<file path="src/rtl/pixel_filter_pipe_if.sv">
// Pixel stream bundle: one pixel per beat, with a valid strobe and a first-of-frame flag.
// The producer uses the master modport and the consumer uses the slave modport.
interface pixel_filter_pipe_if #(
  parameter int CW = 4
);
  logic          valid;
  logic          sof;
  logic [CW-1:0] r;
  logic [CW-1:0] g;
  logic [CW-1:0] b;

  modport master (output valid, sof, r, g, b);
  modport slave  (input  valid, sof, r, g, b);
endinterface

</file>
<file path="src/rtl/pixel_filter_pipe.sv">
// Two-stage per-pixel colour filter (mask, then pass/gray/invert/threshold).
// Switch settings are synchronised and latched only on the first pixel of a frame.
module pixel_filter_pipe #(
  parameter int CW  = 4,
  parameter int FCW = 8
) (
  input  logic                 clk,
  input  logic                 rst,
  pixel_filter_pipe_if.slave   in_px,
  pixel_filter_pipe_if.master  out_px,
  input  logic                 sw_mask_r,
  input  logic                 sw_mask_g,
  input  logic                 sw_mask_b,
  input  logic [1:0]           sw_mode,
  input  logic [CW-1:0]        sw_thr,
  output logic [FCW-1:0]       frame_cnt
);

  typedef enum logic [1:0] {
    MODE_PASS   = 2'b00,
    MODE_GRAY   = 2'b01,
    MODE_INVERT = 2'b10,
    MODE_THRESH = 2'b11
  } mode_t;

  // Mask bit order is {r, g, b}.
  typedef struct packed {
    logic [2:0]    mask;
    logic [1:0]    mode;
    logic [CW-1:0] thr;
  } cfg_t;

  localparam logic [CW-1:0] THR_RST = {1'b1, {(CW-1){1'b0}}};
  localparam cfg_t          CFG_RST = '{mask: 3'b000, mode: 2'b00, thr: THR_RST};
  localparam logic [CW-1:0] PIX_MAX = '1;

  cfg_t sw_raw;
  cfg_t sw_meta;
  cfg_t pend_cfg;
  cfg_t act_cfg;
  cfg_t sel_cfg;

  logic          sof_take;
  logic [CW-1:0] mask_r;
  logic [CW-1:0] mask_g;
  logic [CW-1:0] mask_b;
  logic [CW+1:0] sum;

  logic          s1_valid;
  logic          s1_sof;
  logic [CW-1:0] s1_r;
  logic [CW-1:0] s1_g;
  logic [CW-1:0] s1_b;
  logic [CW+1:0] s1_sum;
  mode_t         s1_mode;
  logic [CW-1:0] s1_thr;

  logic [CW-1:0] gray;
  logic [CW-1:0] res_r;
  logic [CW-1:0] res_g;
  logic [CW-1:0] res_b;

  assign sw_raw   = '{mask: {sw_mask_r, sw_mask_g, sw_mask_b}, mode: sw_mode, thr: sw_thr};
  assign sof_take = in_px.valid && in_px.sof;

  always_ff @(posedge clk or posedge rst) begin
    if (rst) begin
      sw_meta   <= CFG_RST;
      pend_cfg  <= CFG_RST;
      act_cfg   <= CFG_RST;
      frame_cnt <= '0;
    end else begin
      sw_meta  <= sw_raw;
      pend_cfg <= sw_meta;
      if (sof_take) begin
        act_cfg   <= pend_cfg;
        frame_cnt <= frame_cnt + FCW'(1);
      end
    end
  end

  // The SOF pixel must already see the config it is loading.
  always_comb begin
    sel_cfg = sof_take ? pend_cfg : act_cfg;
    mask_r  = sel_cfg.mask[2] ? '0 : in_px.r;
    mask_g  = sel_cfg.mask[1] ? '0 : in_px.g;
    mask_b  = sel_cfg.mask[0] ? '0 : in_px.b;
    sum     = {2'b00, mask_r} + {1'b0, mask_g, 1'b0} + {2'b00, mask_b};
  end

  always_ff @(posedge clk or posedge rst) begin
    if (rst) begin
      s1_valid <= 1'b0;
      s1_sof   <= 1'b0;
      s1_r     <= '0;
      s1_g     <= '0;
      s1_b     <= '0;
      s1_sum   <= '0;
      s1_mode  <= MODE_PASS;
      s1_thr   <= THR_RST;
    end else begin
      s1_valid <= in_px.valid;
      s1_sof   <= sof_take;
      if (in_px.valid) begin
        s1_r    <= mask_r;
        s1_g    <= mask_g;
        s1_b    <= mask_b;
        s1_sum  <= sum;
        s1_mode <= mode_t'(sel_cfg.mode);
        s1_thr  <= sel_cfg.thr;
      end
    end
  end

  always_comb begin
    gray  = s1_sum[CW+1:2];
    res_r = s1_r;
    res_g = s1_g;
    res_b = s1_b;
    case (s1_mode)
      MODE_GRAY: begin
        res_r = gray;
        res_g = gray;
        res_b = gray;
      end
      MODE_INVERT: begin
        res_r = PIX_MAX - s1_r;
        res_g = PIX_MAX - s1_g;
        res_b = PIX_MAX - s1_b;
      end
      MODE_THRESH: begin
        res_r = (gray >= s1_thr) ? PIX_MAX : '0;
        res_g = res_r;
        res_b = res_r;
      end
      default: ;
    endcase
  end

  always_ff @(posedge clk or posedge rst) begin
    if (rst) begin
      out_px.valid <= 1'b0;
      out_px.sof   <= 1'b0;
      out_px.r     <= '0;
      out_px.g     <= '0;
      out_px.b     <= '0;
    end else begin
      out_px.valid <= s1_valid;
      out_px.sof   <= s1_valid && s1_sof;
      if (s1_valid) begin
        out_px.r <= res_r;
        out_px.g <= res_g;
        out_px.b <= res_b;
      end
    end
  end

endmodule

</file>
<file path="src/flat_wrapper.sv">
// flat-port wrapper written by rule: the top's interface ports become plain ports
module pixel_filter_pipe_flat 
#(
  parameter int CW  = 4,
  parameter int FCW = 8
)
  (clk, rst, sw_mask_r, sw_mask_g, sw_mask_b, sw_mode, sw_thr, frame_cnt, in_px_valid, in_px_sof, in_px_r, in_px_g, in_px_b, out_px_valid, out_px_sof, out_px_r, out_px_g, out_px_b);
  pixel_filter_pipe_if #(.CW(CW)) in_px_i ();
  pixel_filter_pipe_if #(.CW(CW)) out_px_i ();
  input  logic clk;
  input  logic rst;
  input  logic sw_mask_r;
  input  logic sw_mask_g;
  input  logic sw_mask_b;
  input  logic [1:0] sw_mode;
  input  logic [CW-1:0] sw_thr;
  output logic [FCW-1:0] frame_cnt;
  input wire logic [$bits(in_px_i.valid)-1:0] in_px_valid;
  input wire logic [$bits(in_px_i.sof)-1:0] in_px_sof;
  input wire logic [$bits(in_px_i.r)-1:0] in_px_r;
  input wire logic [$bits(in_px_i.g)-1:0] in_px_g;
  input wire logic [$bits(in_px_i.b)-1:0] in_px_b;
  output wire logic [$bits(out_px_i.valid)-1:0] out_px_valid;
  output wire logic [$bits(out_px_i.sof)-1:0] out_px_sof;
  output wire logic [$bits(out_px_i.r)-1:0] out_px_r;
  output wire logic [$bits(out_px_i.g)-1:0] out_px_g;
  output wire logic [$bits(out_px_i.b)-1:0] out_px_b;
  assign in_px_i.valid = in_px_valid;
  assign in_px_i.sof = in_px_sof;
  assign in_px_i.r = in_px_r;
  assign in_px_i.g = in_px_g;
  assign in_px_i.b = in_px_b;
  assign out_px_valid = out_px_i.valid;
  assign out_px_sof = out_px_i.sof;
  assign out_px_r = out_px_i.r;
  assign out_px_g = out_px_i.g;
  assign out_px_b = out_px_i.b;
  pixel_filter_pipe #(.CW(CW), .FCW(FCW)) u_core (.clk(clk), .rst(rst), .in_px(in_px_i), .out_px(out_px_i), .sw_mask_r(sw_mask_r), .sw_mask_g(sw_mask_g), .sw_mask_b(sw_mask_b), .sw_mode(sw_mode), .sw_thr(sw_thr), .frame_cnt(frame_cnt));
endmodule
</file>
<file path="config.mk">
export PLATFORM = sky130hd
export DESIGN_NAME = pixel_filter_pipe_flat
export DESIGN_NICKNAME = d
export VERILOG_FILES = /design/src/rtl/pixel_filter_pipe_if.sv /design/src/rtl/pixel_filter_pipe.sv /design/src/flat_wrapper.sv
export SDC_FILE = /design/constraint.sdc
export NUM_CORES = 1
export LEC_CHECK = 0
export ABC_CLOCK_PERIOD_IN_PS = 6900
export BUFFER_PORTS_ARGS = -buffer_cell sky130_fd_sc_hd__buf_2
export CAP_MARGIN = 0
export CORE_MARGIN = 2
export CORE_UTILIZATION = 61
export CTS_CLUSTER_SIZE = 24
export DETAILED_ROUTE_END_ITERATION = 10
export GPL_TIMING_DRIVEN = 0
export PLACE_DENSITY = 0.84
export SETUP_SLACK_MARGIN = 0.1
export SLEW_MARGIN = 20
export SYNTH_ARGS = -nofsm -noshare
export SYNTH_HDL_FRONTEND = slang
export SYNTH_SLANG_ARGS = --single-unit
</file>
<file path="constraint.sdc">
create_clock -name clk -period 6.9 [get_ports clk]
set_input_delay 0.69 -clock clk [delete_from_list [all_inputs] [get_ports clk]]
set_output_delay 0.69 -clock clk [all_outputs]
set_load 0.005 [all_outputs]
</file>
Word-level counts from Yosys, hierarchy flattened
Cells that the tools add are included.

word-level totals
  bits in registers = 75

operators by class
  add/sub/neg operators = 6
  magnitude comparators = 1
  eq/ne operators = 3
  multiplexer cells = 8
  reductions and logical operators = 2

operators with widths
  kind                                                 number
  case mux 4 bit (3 select lines)                      3
  two-way mux 4 bit                                    4
  subtractor 4 bit, first input constant               3
  two-way mux 9 bit                                    1
  adder 8 x 1 -> 8 bit, second input constant          1
  adder 4 x 5 -> 6 bit                                 1
  adder 6 x 4 -> 6 bit                                 1
  equality test 2 bit, second input constant           2
  >= comparator 4 bit                                  1
  equality test 2 x 1 -> 1 bit, second input constant  1
  logical AND 1 bit                                    2

Longest topological paths before layout
Gate-level depths: netlist (run 1).

  word-level depth = 5
  mapped depth = 12
  mapped depth without buffers = 10

Worst setup path after synthesis (run 1)
OpenSTA, ideal clock, no wires.

  path kind = input -> register
  from = input in_px_valid
  to = register u_core.s1_sum[5]
  data arrival time = 2.806 ns
  required time = 6.763 ns
  path slack = 3.958 ns
  stages on the path = 11
  cell sequence = buf_4 > nand2_8 > buf_12 > mux2i_4 > nand2_1 > fa_1 > inv_1 > fa_1 > a21o_1 > a21oi_1 > a21oi_1

on the way
  word-level cells in the longest chain between the ends = 5
  elaborated cells on any way between the ends = 7
  classes of those cells = add/sub (2); mux (4); reduce/logical (1)

ends and longest elaborated chain
  item                                  line                                              RTL
  start, declared                       flat_wrapper.sv:18                                input wire logic [$bits(in_px_i.valid)-1:0] in_px_valid;
  logical AND 1 bit                     pixel_filter_pipe.sv:64                           assign sof_take = in_px.valid && in_px.sof;
  two-way mux 9 bit                     pixel_filter_pipe.sv:84                           sel_cfg = sof_take ? pend_cfg : act_cfg;
  two-way mux 4 bit (on tied branches)  pixel_filter_pipe.sv:85, pixel_filter_pipe.sv:86
  adder 4 x 5 -> 6 bit                  pixel_filter_pipe.sv:88                           sum = {2'b00, mask_r} + {1'b0, mask_g, 1'b0} + {2'b00, mask_b};
  adder 6 x 4 -> 6 bit                  pixel_filter_pipe.sv:88
  end signal, assigned                  pixel_filter_pipe.sv:108                          s1_sum <= sum;
  end, declared                         pixel_filter_pipe.sv:54                           logic [CW+1:0] s1_sum;

Parallel ways exist; a longest one is shown, timed or not.
A chain may end at the register's enable or synchronous reset.

Worst setup path in the final report (run 1)
Ends and elaborated chain as after synthesis.

==> impl_metrics.json, run 1 <==
{
  "power_w": 0.00114,
  "wl_met1_um": 2710,
  "dieArea_um2": 5840,
  "max_freq_ghz": 0.336,
  "tns_ps": 0,
  "grt_setup_unrepaired": "no",
  "clk_latency_ps": 340,
  "wl_per_cell_um": 14.5,
  "seq_area_um2": 1830,
  "drc_errors": 0,
  "gp_congestion": 0.869,
  "synthToLayoutAreaGrowth_pct": 16.7,
  "detail_route.iter0.violations": 202,
  "ioPinCount": 47,
  "syn_avg_cell_area_um2": 11.3,
  "cts_num_sinks": 73,
  "netlist_top_cells_area": "dfrtp_1 (54%), nand2_1 (4.9%), mux2i_1 (4.1%)",
  "cts_buffer_depth": 2,
  "antenna_left": 0,
  "hold_class": "input port to async pin",
  "grt_pass1_wl_um": 10100,
  "syn_inst": 282,
  "via_per_inst": 5.29,
  "io_buffers": 45,
  "slew_violations": 0,
  "cts_buffers": 9,
  "grt_usage_pct": 22.5,
  "routed-wl-met3_um": 251,
  "cts-htree-levels": 3,
  "start_kind": "input port",
  "cts_resized": 0,
  "syn_nets": 319,
  "num_vias": 2190,
  "design_area_um2": 3740,
  "postCtsSetupRepairBufs": 0,
  "crit_required_ps": 7110,
  "min_period_over_period_pct": 43.2,
  "drive_above_1_share_pct": 23.8,
  "n_fill_cell": 347,
  "peakVddDrop_uv": 204,
  "max_cap_violations": 0,
  "ys_ff_latch": 73,
  "hold_ws_ps": 349,
  "status": "finished clean",
  "core.rowCount": 26,
  "p_leak_nw": 1.84,
  "synthArstFlopShare_pct": 100,
  "ys_seq_area_share_pct": 57.2,
  "hold_violations": 0,
  "place_area_um2": 3540,
  "post-dp-hpwl_um": 4260,
  "yosysWarningCount": 0,
  "hold_buffers": 0,
  "tightestPinTransition_ps": 608,
  "min_period_ps": 2980,
  "start_util_pct": 63.1,
  "finalWirelength_um": 5980,
  "syn_area_um2": 3200,
  "grt_pass1_vias": 2140,
  "crit_fanout": 10,
  "clockRootBuffer": "clkbuf_8",
  "wl_met2_um": 2880,
  "fp.dieW_um": 76.4,
  "cts_tree": "yes",
  "synth_top_area_share_pct": 53.9,
  "crit_arrival_ps": 3190,
  "fin_worst_skew_ps": 9.03,
  "multi_input_area_um2": 1230,
  "p_per_area_nw_per_um2": 306,
  "top_layer": "met4",
  "fp.dieH_um": 76.4,
  "yosysUniqueCellTypes": 39,
  "nets": 376,
  "worst-setup-path-type": "input port to register",
  "clk_pin_slew_ps": 70,
  "coreArea_um2": 5070,
  "n_antenna_cell": 0,
  "dr.pass1.iters": 4,
  "ys.flop_type": "dfrtp_1",
  "critPathCaptureType": "register",
  "antenna_found_initial": 0,
  "finalSetupViolCount": 0,
  "maxSlewHeadroom_pct": 59.0,
  "grt_max_degree": 41,
  "synth_edf_count": 0,
  "grt_overflow": 0,
  "synth_top_area_cell": "dfrtp_1"
}
[sequential cells by signal, indices dropped and copies added (netlist names)]
register             count
u_core.act_cfg           9
u_core.s1_sof            1
u_core.s1_r              4
u_core.out_px.valid      1
u_core.s1_mode           2
u_core.s1_thr            4
u_core.s1_g              4
u_core.pend_cfg          9
u_core.out_px.b          4
u_core.s1_b              4
u_core.s1_sum            4
u_core.sw_meta           9
u_core.out_px.r          4
u_core.out_px.sof        1
u_core.s1_valid          1
u_core.out_px.g          4
u_core.frame_cnt         8
[metrics by stage]
step	instances	worst slack (ps)	utilization, %
detailed placement	398	3560	69.7
global route	414	3800	73.6
global placement	397	3590	69.2
finish	414	3920	73.6
floorplan	282	3960	-
CTS	414	3920	73.6
[worst max-delay path: stages]
cell and delay, ps:
buf_2 110, buf_4 160, nand2_8 90, buf_12 140, mux2i_4 280, nand2_1 140, fa_1 560, inv_1 70
fa_1 470, a21o_1 200, a21oi_1 180, a21oi_1 90
[cell families after synthesis]
| group | count (synthesis) | share of synthesized area, % |
|---|---|---|
| and+or+nand+nor | 82 | 11.8 |
| buffers and inverters | 30 | 4.46 |
| xor gates and xnor gates | 8 | 2.19 |
| AOI/OAI and AO/OA | 57 | 10.8 |
| muxes | 20 | 7.82 |
| DFF | 73 | 57.2 |
| adders and majority gates | 12 | 5.63 |
[layer usage]
metal	vias to the layer above	GRT usage, %
li1	1070	-
met1	1051	30.8
met2	57	34.7
met3	12	3.91
met4	0	11.8
met5	-	0
[layout by cell type (no fill, tap or decap), types with 2 or more instances in the layout]
cell,Yosys,routed
and2_4,2,2
nand2_1,42,42
dfstp_2,4,4
o22ai_1,7,7
clkbuf_8,0,11
a221oi_1,2,2
inv_1,17,16
dfrtp_1,69,69
buf_2,2,47
mux2i_4,3,3
a21oi_1,15,15
nand4_1,5,5
ha_1,8,8
and2_1,6,6
mux2_2,2,2
xor2_1,2,2
xnor2_1,6,6
mux2_4,2,2
o21ai_0,19,19
nand3_1,3,3
clkbuf_1,7,10
fa_1,4,4
nor2_1,18,18
a21boi_0,3,3
o22a_1,7,7
mux2i_1,13,13
buf_12,1,2
[power breakdown]
group / internal, W / total (W) / switching [W] / leakage [nW]
sequential: 0.000500 / 0.000557 / 0.0000568 / 0.880
clock: 0.000187 / 0.000335 / 0.000147 / 0.0969
combinational: 0.000122 / 0.000252 / 0.000130 / 0.862
[Yosys cell counts (2+ instances only)]
library cell,instances
o21ai_0,19
o22ai_1,7
nand3_1,3
xor2_1,2
and2_4,2
nor2_1,18
xnor2_1,6
a221oi_1,2
ha_1,8
buf_2,2
mux2_2,2
inv_1,17
dfrtp_1,69
fa_1,4
nand2_1,42
nand4_1,5
clkbuf_1,7
dfstp_2,4
mux2i_1,13
a21boi_0,3
mux2i_4,3
and2_1,6
a21oi_1,15
o22a_1,7
mux2_4,2
[worst paths after layout]
path	startpoint	endpoint	slack [ps]	depth (start not counted)
worst max-delay path	in_px_valid	u_core.s1_sum[5]$_DFFE_PP0P_	3920	12
worst min-delay path	rst	u_core.pend_cfg[7]$_DFF_PP0_	350	2
max in group asynchronous	rst	u_core.s1_mode[1]$_DFFE_PP0P_	6010	3
min in group clk	u_core.sw_meta[4]$_DFF_PP0_	u_core.pend_cfg[4]$_DFF_PP0_	350	0
worst max register to register	u_core.pend_cfg[8]$_DFF_PP0_	u_core.s1_sum[5]$_DFFE_PP0P_	4450	8
worst min register to register	u_core.sw_meta[4]$_DFF_PP0_	u_core.pend_cfg[4]$_DFF_PP0_	350	0
[area by class of cell]
cell class	count	share of cell area [%]
sequential	73	49.0
multi-input combinational	179	32.8
timing repair buffer	46	6.56
clock buffer	14	4.35
tap	70	2.34
buffer	12	2.01
inverter	18	1.88
clock inverter	2	1.00
No activity file was read; power rests on OpenSTA's default activity.
==> run 2: changes to the inputs <==
--- a/config.mk
+++ b/config.mk
@@ -5,15 +5,16 @@
 export SDC_FILE = /design/constraint.sdc
 export NUM_CORES = 1
 export LEC_CHECK = 0
-export ABC_CLOCK_PERIOD_IN_PS = 6900
+export ABC_AREA = 1
+export ABC_CLOCK_PERIOD_IN_PS = 2800
 export BUFFER_PORTS_ARGS = -buffer_cell sky130_fd_sc_hd__buf_2
 export CAP_MARGIN = 0
 export CORE_MARGIN = 2
-export CORE_UTILIZATION = 61
+export CORE_UTILIZATION = 56
 export CTS_CLUSTER_SIZE = 24
 export DETAILED_ROUTE_END_ITERATION = 10
 export GPL_TIMING_DRIVEN = 0
-export PLACE_DENSITY = 0.84
+export PLACE_DENSITY = 0.79
 export SETUP_SLACK_MARGIN = 0.1
 export SLEW_MARGIN = 20
 export SYNTH_ARGS = -nofsm -noshare
==> constraint.sdc (replaced) <==
create_clock -name clk -period 2.8 [get_ports clk]
set_input_delay 0.28 -clock clk [delete_from_list [all_inputs] [get_ports clk]]
set_output_delay 0.28 -clock clk [all_outputs]
set_load 0.005 [all_outputs]
==> run 2 against run 1 <==
- combinational power grew 140%
- total power grew 140%
- worst hold slack lost 320 ps
- utilization shrank 5.5 points
- highest routed layer unchanged
==> impl_metrics.json, run 2 <==
{
  "status": "finished clean",
  "postCtsSetupRepairBufs": 0,
  "crit_required_ps": 3010,
  "grt_pass1_vias": 2309,
  "syn_nets": 386,
  "maxSlewHeadroom_pct": 69.8,
  "drc_errors": 0,
  "num_vias": 2423,
  "syn_area_um2": 3180,
  "design_area_um2": 3750,
  "ys.flop_type": "dfrtp_1",
  "crit_chain": "buf_2, nand2_2, buf_6, nand2_1, nand2_2, nor2_1, inv_2, fa_1, inv_1, fa_1, nand2_1, inv_1, o21ai_0, a22oi_1",
  "clk_latency_ps": 350,
  "dr.pass1.iters": 5,
  "synth_common_cells": "nand2_1 (95), dfrtp_1 (69), inv_1 (49)",
  "fp.dieW_um": 79.3,
  "peakVddDrop_uv": 420,
  "drive_above_1_share_pct": 20.8,
  "fin_ws_ps": 310,
  "coreArea_um2": 5510,
  "holdPathStages": 1,
  "worst-setup-path-type": "input port to register",
  "ys_seq_area_share_pct": 57.7,
  "finalWirelength_um": 6340,
  "grt_usage_pct": 22.0,
  "switching_share_pct": 30.7,
  "synth_most_common_cell": "nand2_1",
  "reg2reg_to": "u_core.s1_sum[5]$_DFFE_PP0P_",
  "crit_arrival_ps": 2700,
  "cts-htree-levels": 3,
  "hold_class": "input port to register",
  "critPathCaptureType": "register",
  "cpPeakStageDelay_ps": 530,
  "antenna_left": 0,
  "start_util_pct": 57.7,
  "fin_worst_skew_ps": 7.34,
  "antenna_found_initial": 0,
  "synth_top_area_share_pct": 54.4,
  "ys_ff_latch": 73,
  "ioPinCount": 47,
  "dieArea_um2": 6290,
  "cts_tree": "yes",
  "core.rowCount": 27,
  "mostFrequentLayoutCell": "nand2_1",
  "grt_setup_unrepaired": "no",
  "p_int_w": 0.00194,
  "clkPwrFrac_pct": 30.5,
  "max_freq_ghz": 0.402,
  "cts_buffers": 9,
  "reg2reg_from": "u_core.act_cfg[7]$_DFF_PP0_",
  "grt_max_degree": 59,
  "layout_common_cells": "nand2_1 (95), dfrtp_1 (69), inv_1 (48), buf_2 (48), nor2_1 (27)",
  "combPwrFrac_pct": 21.8,
  "cts_buffer_depth": 2,
  "hp-start": "sw_thr[3]",
  "start_kind": "input port",
  "whs_endpoint": "u_core.sw_meta[3]$_DFF_PP1_",
  "worstRegToRegCells": 11,
  "max_cap_violations": 0,
  "p_sw_w": 0.000857,
  "p_per_area_nw_per_um2": 744,
  "synth_edf_count": 0,
  "post-dp-hpwl_um": 4600,
  "tns_ps": 0,
  "p_leak_nw": 2.02,
  "hold_ws_ps": 26.0,
  "tightestPinTransition_ps": 453,
  "hold_violations": 0,
  "wl_per_cell_um": 13.1,
  "clockRootBuffer": "clkbuf_8",
  "dp_slack_ps": 22.4,
  "cts_num_sinks": 73,
  "detail_route.iter0.violations": 163,
  "netlist_top_cells_area": "dfrtp_1 (54%), nand2_1 (11%), inv_1 (5.8%)",
  "min_period_ps": 2490,
  "yosysUniqueCellTypes": 28,
  "yosysWarningCount": 0,
  "final_util_pct": 68.1,
  "synthToLayoutAreaGrowth_pct": 18.1,
  "via_per_inst": 5.00,
  "seqPwrFrac_pct": 47.7,
  "place_area_um2": 3530,
  "grt_pass1_wl_um": 10400,
  "n_antenna_cell": 0,
  "min_period_over_period_pct": 88.9,
  "biggestRegsByFlops": "u_core.act_cfg: 9 flops, u_core.pend_cfg: 9 flops, u_core.sw_meta: 9 flops",
  "grt_overflow": 0,
  "nets": 445,
  "slew_violations": 0,
  "reg2reg_slack_ps": 390,
  "io_buffers": 46,
  "gp_congestion": 0.883,
  "synth_top_area_cell": "dfrtp_1",
  "fp.dieH_um": 79.3,
  "slowest_stage": "fa_1",
  "syn_inst": 349,
  "syn_avg_cell_area_um2": 9.10,
  "crit_fanout": 10,
  "synthArstFlopShare_pct": 100,
  "clk_pin_slew_ps": 80,
  "finalSetupViolCount": 0
}
==> run 2: layer usage <==
layer | part of all wire (%) | up-vias | track usage, %
met2 | 47 | 84 | 34.5
met5 | 0 | - | 0
met3 | 4.9 | 16 | 4.43
li1 | - | 1199 | -
met4 | 2.2 | 0 | 11.9
met1 | 46 | 1124 | 29.0
==> run 2: worst max-delay path: cells and delay by family <==
family,cells,cell delay [ps]
AO/OA/AOI/OAI,2,360
adder cells (fa/ha/maj),2,960
buffers and inverters,5,550
AND/OR/NAND/NOR,5,560
==> run 2: power by group through the flow <==
stage | sequential [W] | clock, W | combinational [W]
floorplan | 0.00133 | 0 | 0.000385
global placement | 0.00134 | 0 | 0.000562
detailed placement | 0.00135 | 0 | 0.000602
CTS | 0.00133 | 0.000869 | 0.000613
global route | 0.00135 | 0.000913 | 0.000695
finish | 0.00133 | 0.000852 | 0.000608
==> run 2: kinds of logic after synthesis <==
logic type | synth area share (%)
simple gates | 20.8
flops | 57.7
buf+inv | 7.53
compound gates | 6.62
fa+ha+maj | 5.67
xor+xnor | 1.66
==> run 2: how the worst max path moves through the flow <==
| stage | from | slack, ps | endpoint |
|---|---|---|---|
| after detailed placement | in_px_valid | 20 | u_core.s1_sum[5]$_DFFE_PP0P_ |
| final | in_px_valid | 310 | u_core.s1_sum[5]$_DFFE_PP0P_ |
| after CTS | in_px_valid | 380 | u_core.s1_sum[5]$_DFFE_PP0P_ |
| after floorplan | in_px_sof | 550 | u_core.s1_sum[5]$_DFFE_PP0P_ |
| after global routing | in_px_valid | 170 | u_core.s1_sum[5]$_DFFE_PP0P_ |
| after global placement | rst | -50 | u_core.act_cfg[6]$_DFF_PP0_ |
==> run 2: cell type report <==
type,count,area [um2]
Buffer,8,40.0
Clock buffer,11,151
Clock inverter,5,63.8
Fill cell,411,1760
Inverter,53,201
Multi-Input combinational cell,215,1100
Sequential cell,73,1830
Tap cell,72,90.1
Timing Repair Buffer,48,268
==> run 2: metrics by stage <==
stage	cells	power (W)
global placement	467	0.00190
finish	485	0.00279
detailed placement	468	0.00195
CTS	485	0.00281
global route	485	0.00296
floorplan	349	0.00172
==> run 2: repair_timing <==
item | CTS | global route
hold endpoints to repair | 15 | 0
gates resized for setup | 0 | 0
hold buffers | 1 | 0
endpoints found under the setup margin | 0 | 0
==> run 3: changes to the inputs <==
--- a/config.mk
+++ b/config.mk
@@ -6,15 +6,15 @@
 export NUM_CORES = 1
 export LEC_CHECK = 0
 export ABC_AREA = 1
-export ABC_CLOCK_PERIOD_IN_PS = 2800
+export ABC_CLOCK_PERIOD_IN_PS = 2880
 export BUFFER_PORTS_ARGS = -buffer_cell sky130_fd_sc_hd__buf_2
 export CAP_MARGIN = 0
 export CORE_MARGIN = 2
-export CORE_UTILIZATION = 56
+export CORE_UTILIZATION = 61
 export CTS_CLUSTER_SIZE = 24
 export DETAILED_ROUTE_END_ITERATION = 10
 export GPL_TIMING_DRIVEN = 0
-export PLACE_DENSITY = 0.79
+export PLACE_DENSITY = 0.84
 export SETUP_SLACK_MARGIN = 0.1
 export SLEW_MARGIN = 20
 export SYNTH_ARGS = -nofsm -noshare
==> constraint.sdc (replaced) <==
create_clock -name clk -period 2.88 [get_ports clk]
set_input_delay 0.288 -clock clk [delete_from_list [all_inputs] [get_ports clk]]
set_output_delay 0.288 -clock clk [all_outputs]
set_load 0.005 [all_outputs]
==> run 3 against run 2 <==
- register-to-register slack better by 150 ps
- critical path depth up 1
- sequential share of layout area up 0.33 points
- final cell count down 0.41%
- non-clock buffer count unchanged
- critical endpoint is now u_core.s1_sum[3]$_DFFE_PP0P_
- highest routed layer unchanged
- cell area down 0.67%
- combinational power down 3.6%
- largest power group unchanged
- first-iteration DRC count up 72%
- global-route usage up 1.8 points
- worst hold slack better by 0.84 ps
- total power down 4.6%
==> impl_metrics.json, run 3 (same netlist as run 2, synthesis figures left out) <==
{
  "status": "finished clean",
  "crit_required_ps": 3150,
  "worst-setup-path-type": "input port to register",
  "tightestPinTransition_ps": 453,
  "core.rowCount": 26,
  "io_buffers": 46,
  "antenna_found_initial": 0,
  "hold_buffers": 1,
  "hold_class": "input port to register",
  "ioPinCount": 47,
  "p_per_area_nw_per_um2": 715,
  "grt_pass1_wl_um": 10600,
  "cts_tree": "yes",
  "cts_buffers": 9,
  "finalWirelength_um": 6160,
  "min_period_ps": 2390,
  "tns_ps": 0,
  "synthToLayoutAreaGrowth_pct": 17.3,
  "min_period_over_period_pct": 82.9,
  "wl_per_cell_um": 12.8,
  "dr.pass1.iters": 4,
  "mostFrequentLayoutCell": "nand2_1",
  "slew_violations": 0,
  "max_cap_violations": 0,
  "finalSetupViolCount": 0,
  "p_leak_nw": 2.01,
  "dieArea_um2": 5800,
  "grt_max_degree": 55,
  "drive_above_1_share_pct": 20.6,
  "start_util_pct": 62.6,
  "fp.dieW_um": 76.2,
  "critPathCaptureType": "register",
  "grt_setup_unrepaired": "no",
  "clk_pin_slew_ps": 80,
  "crit_arrival_ps": 2660,
  "cts_buffer_depth": 2,
  "clk_latency_ps": 350,
  "grt_pass1_vias": 2351,
  "cts-htree-levels": 3,
  "detail_route.iter0.violations": 280,
  "via_per_inst": 5.03,
  "biggestRegsByFlops": "u_core.act_cfg: 9 flops, u_core.pend_cfg: 9 flops, u_core.sw_meta: 9 flops",
  "fin_worst_skew_ps": 10.4,
  "post-dp-hpwl_um": 4500,
  "crit_fanout": 10,
  "start_kind": "input port",
  "drc_errors": 0,
  "cts_resized": 0,
  "layout_common_cells": "nand2_1 (95), dfrtp_1 (69), inv_1 (48), buf_2 (48), nor2_1 (27)",
  "n_antenna_cell": 0,
  "nets": 445,
  "postCtsSetupRepairBufs": 0,
  "reg2reg_slack_ps": 540,
  "coreArea_um2": 5070,
  "crit_chain": "buf_2, nand2_2, buf_6, nand2_1, nand2_2, nor2_1, inv_2, fa_1, inv_1, fa_1, nand2_1, inv_1, nor2_1, o21ai_0, o21ai_0",
  "design_area_um2": 3730,
  "path_buf_inv": 5,
  "clockRootBuffer": "clkbuf_8",
  "grt_overflow": 0,
  "cpPeakStageDelay_ps": 530,
  "num_vias": 2431,
  "cts_num_sinks": 73,
  "slowest_stage": "fa_1",
  "crit_family": "adder cells",
  "max_freq_ghz": 0.419,
  "peakVddDrop_uv": 448,
  "hold_violations": 0,
  "antenna_left": 0,
  "place_area_um2": 3520,
  "fp.dieH_um": 76.2,
  "gp_congestion": 0.900,
  "grt_usage_pct": 23.8,
  "maxSlewHeadroom_pct": 69.8
}
-- run 3: changes by cell type in the layout (fill, tap and decap cells not counted) --
cell | before | now
inv_6 | 0 | 2
clkbuf_1 | 5 | 6
clkbuf_8 | 11 | 9
clkinv_2 | 0 | 2
clkinv_4 | 3 | 0
-- run 3: worst paths after layout --
| path | from | end | depth (start not counted) |
|---|---|---|---|
| setup / recovery | in_px_valid | u_core.s1_sum[3]$_DFFE_PP0P_ | 15 |
| max in group asynchronous | rst | u_core.sw_meta[3]$_DFF_PP1_ | 4 |
| hold / removal | sw_thr[3] | u_core.sw_meta[3]$_DFF_PP1_ | 1 |
| hold reg to reg | u_core.sw_meta[2]$_DFF_PP0_ | u_core.pend_cfg[2]$_DFF_PP0_ | 0 |
| min in group asynchronous | rst | u_core.s1_r[0]$_DFFE_PP0P_ | 3 |
| setup reg to reg | u_core.pend_cfg[6]$_DFF_PP0_ | u_core.s1_sum[3]$_DFFE_PP0P_ | 12 |
-- run 3: area by class of cell --
class,count,area (um2)
buffer,8,40.0
clock buffer,10,128
clock inverter,6,65.1
fill,397,1350
inverter,53,201
multi-input combinational,215,1100
sequential,73,1830
tap,70,87.6
timing repair buffer,48,268
-- run 3: metal layers --
layer | GRT usage (%) | part of all wire (%)
met2 | 38.8 | 48
met5 | 0 | 0
met3 | 6.04 | 6.4
met1 | 31.7 | 44
met4 | 8.36 | 1.3
-- run 3: worst reg2reg max path, stage by stage, from the launching register on --
cell     delay, ps
dfrtp_1        370
nand3_1        120
nand2_1        110
nor2_1         190
fa_1           450
inv_1           90
nor3_1          70
fa_1           380
nand2_1         80
inv_1           50
nor2_1         120
o21ai_0        130
o21ai_0         90
-- run 3: through the flow --
| stage | setup slack, ps | std cells | hold slack [ps] | utilization [%] | total power (W) |
|---|---|---|---|---|---|
| 2_1_floorplan | 627 | 349 | 292 | - | 0.00167 |
| 3_3_place_gp | 26.2 | 465 | 332 | 68.8 | 0.00184 |
| 3_5_place_dp | 135 | 466 | 265 | 69.4 | 0.00189 |
| 4_1_cts | 498 | 483 | 18.5 | 73.4 | 0.00268 |
| 5_1_grt | 329 | 483 | 14.5 | 73.4 | 0.00283 |
| 6_report | 493 | 483 | 26.8 | 73.4 | 0.00266 |
-- run 3: power breakdown --
part	internal (W)	switching, W
Combinational	0.000244	0.000342
Sequential	0.00119	0.000106
Clock	0.000403	0.000384
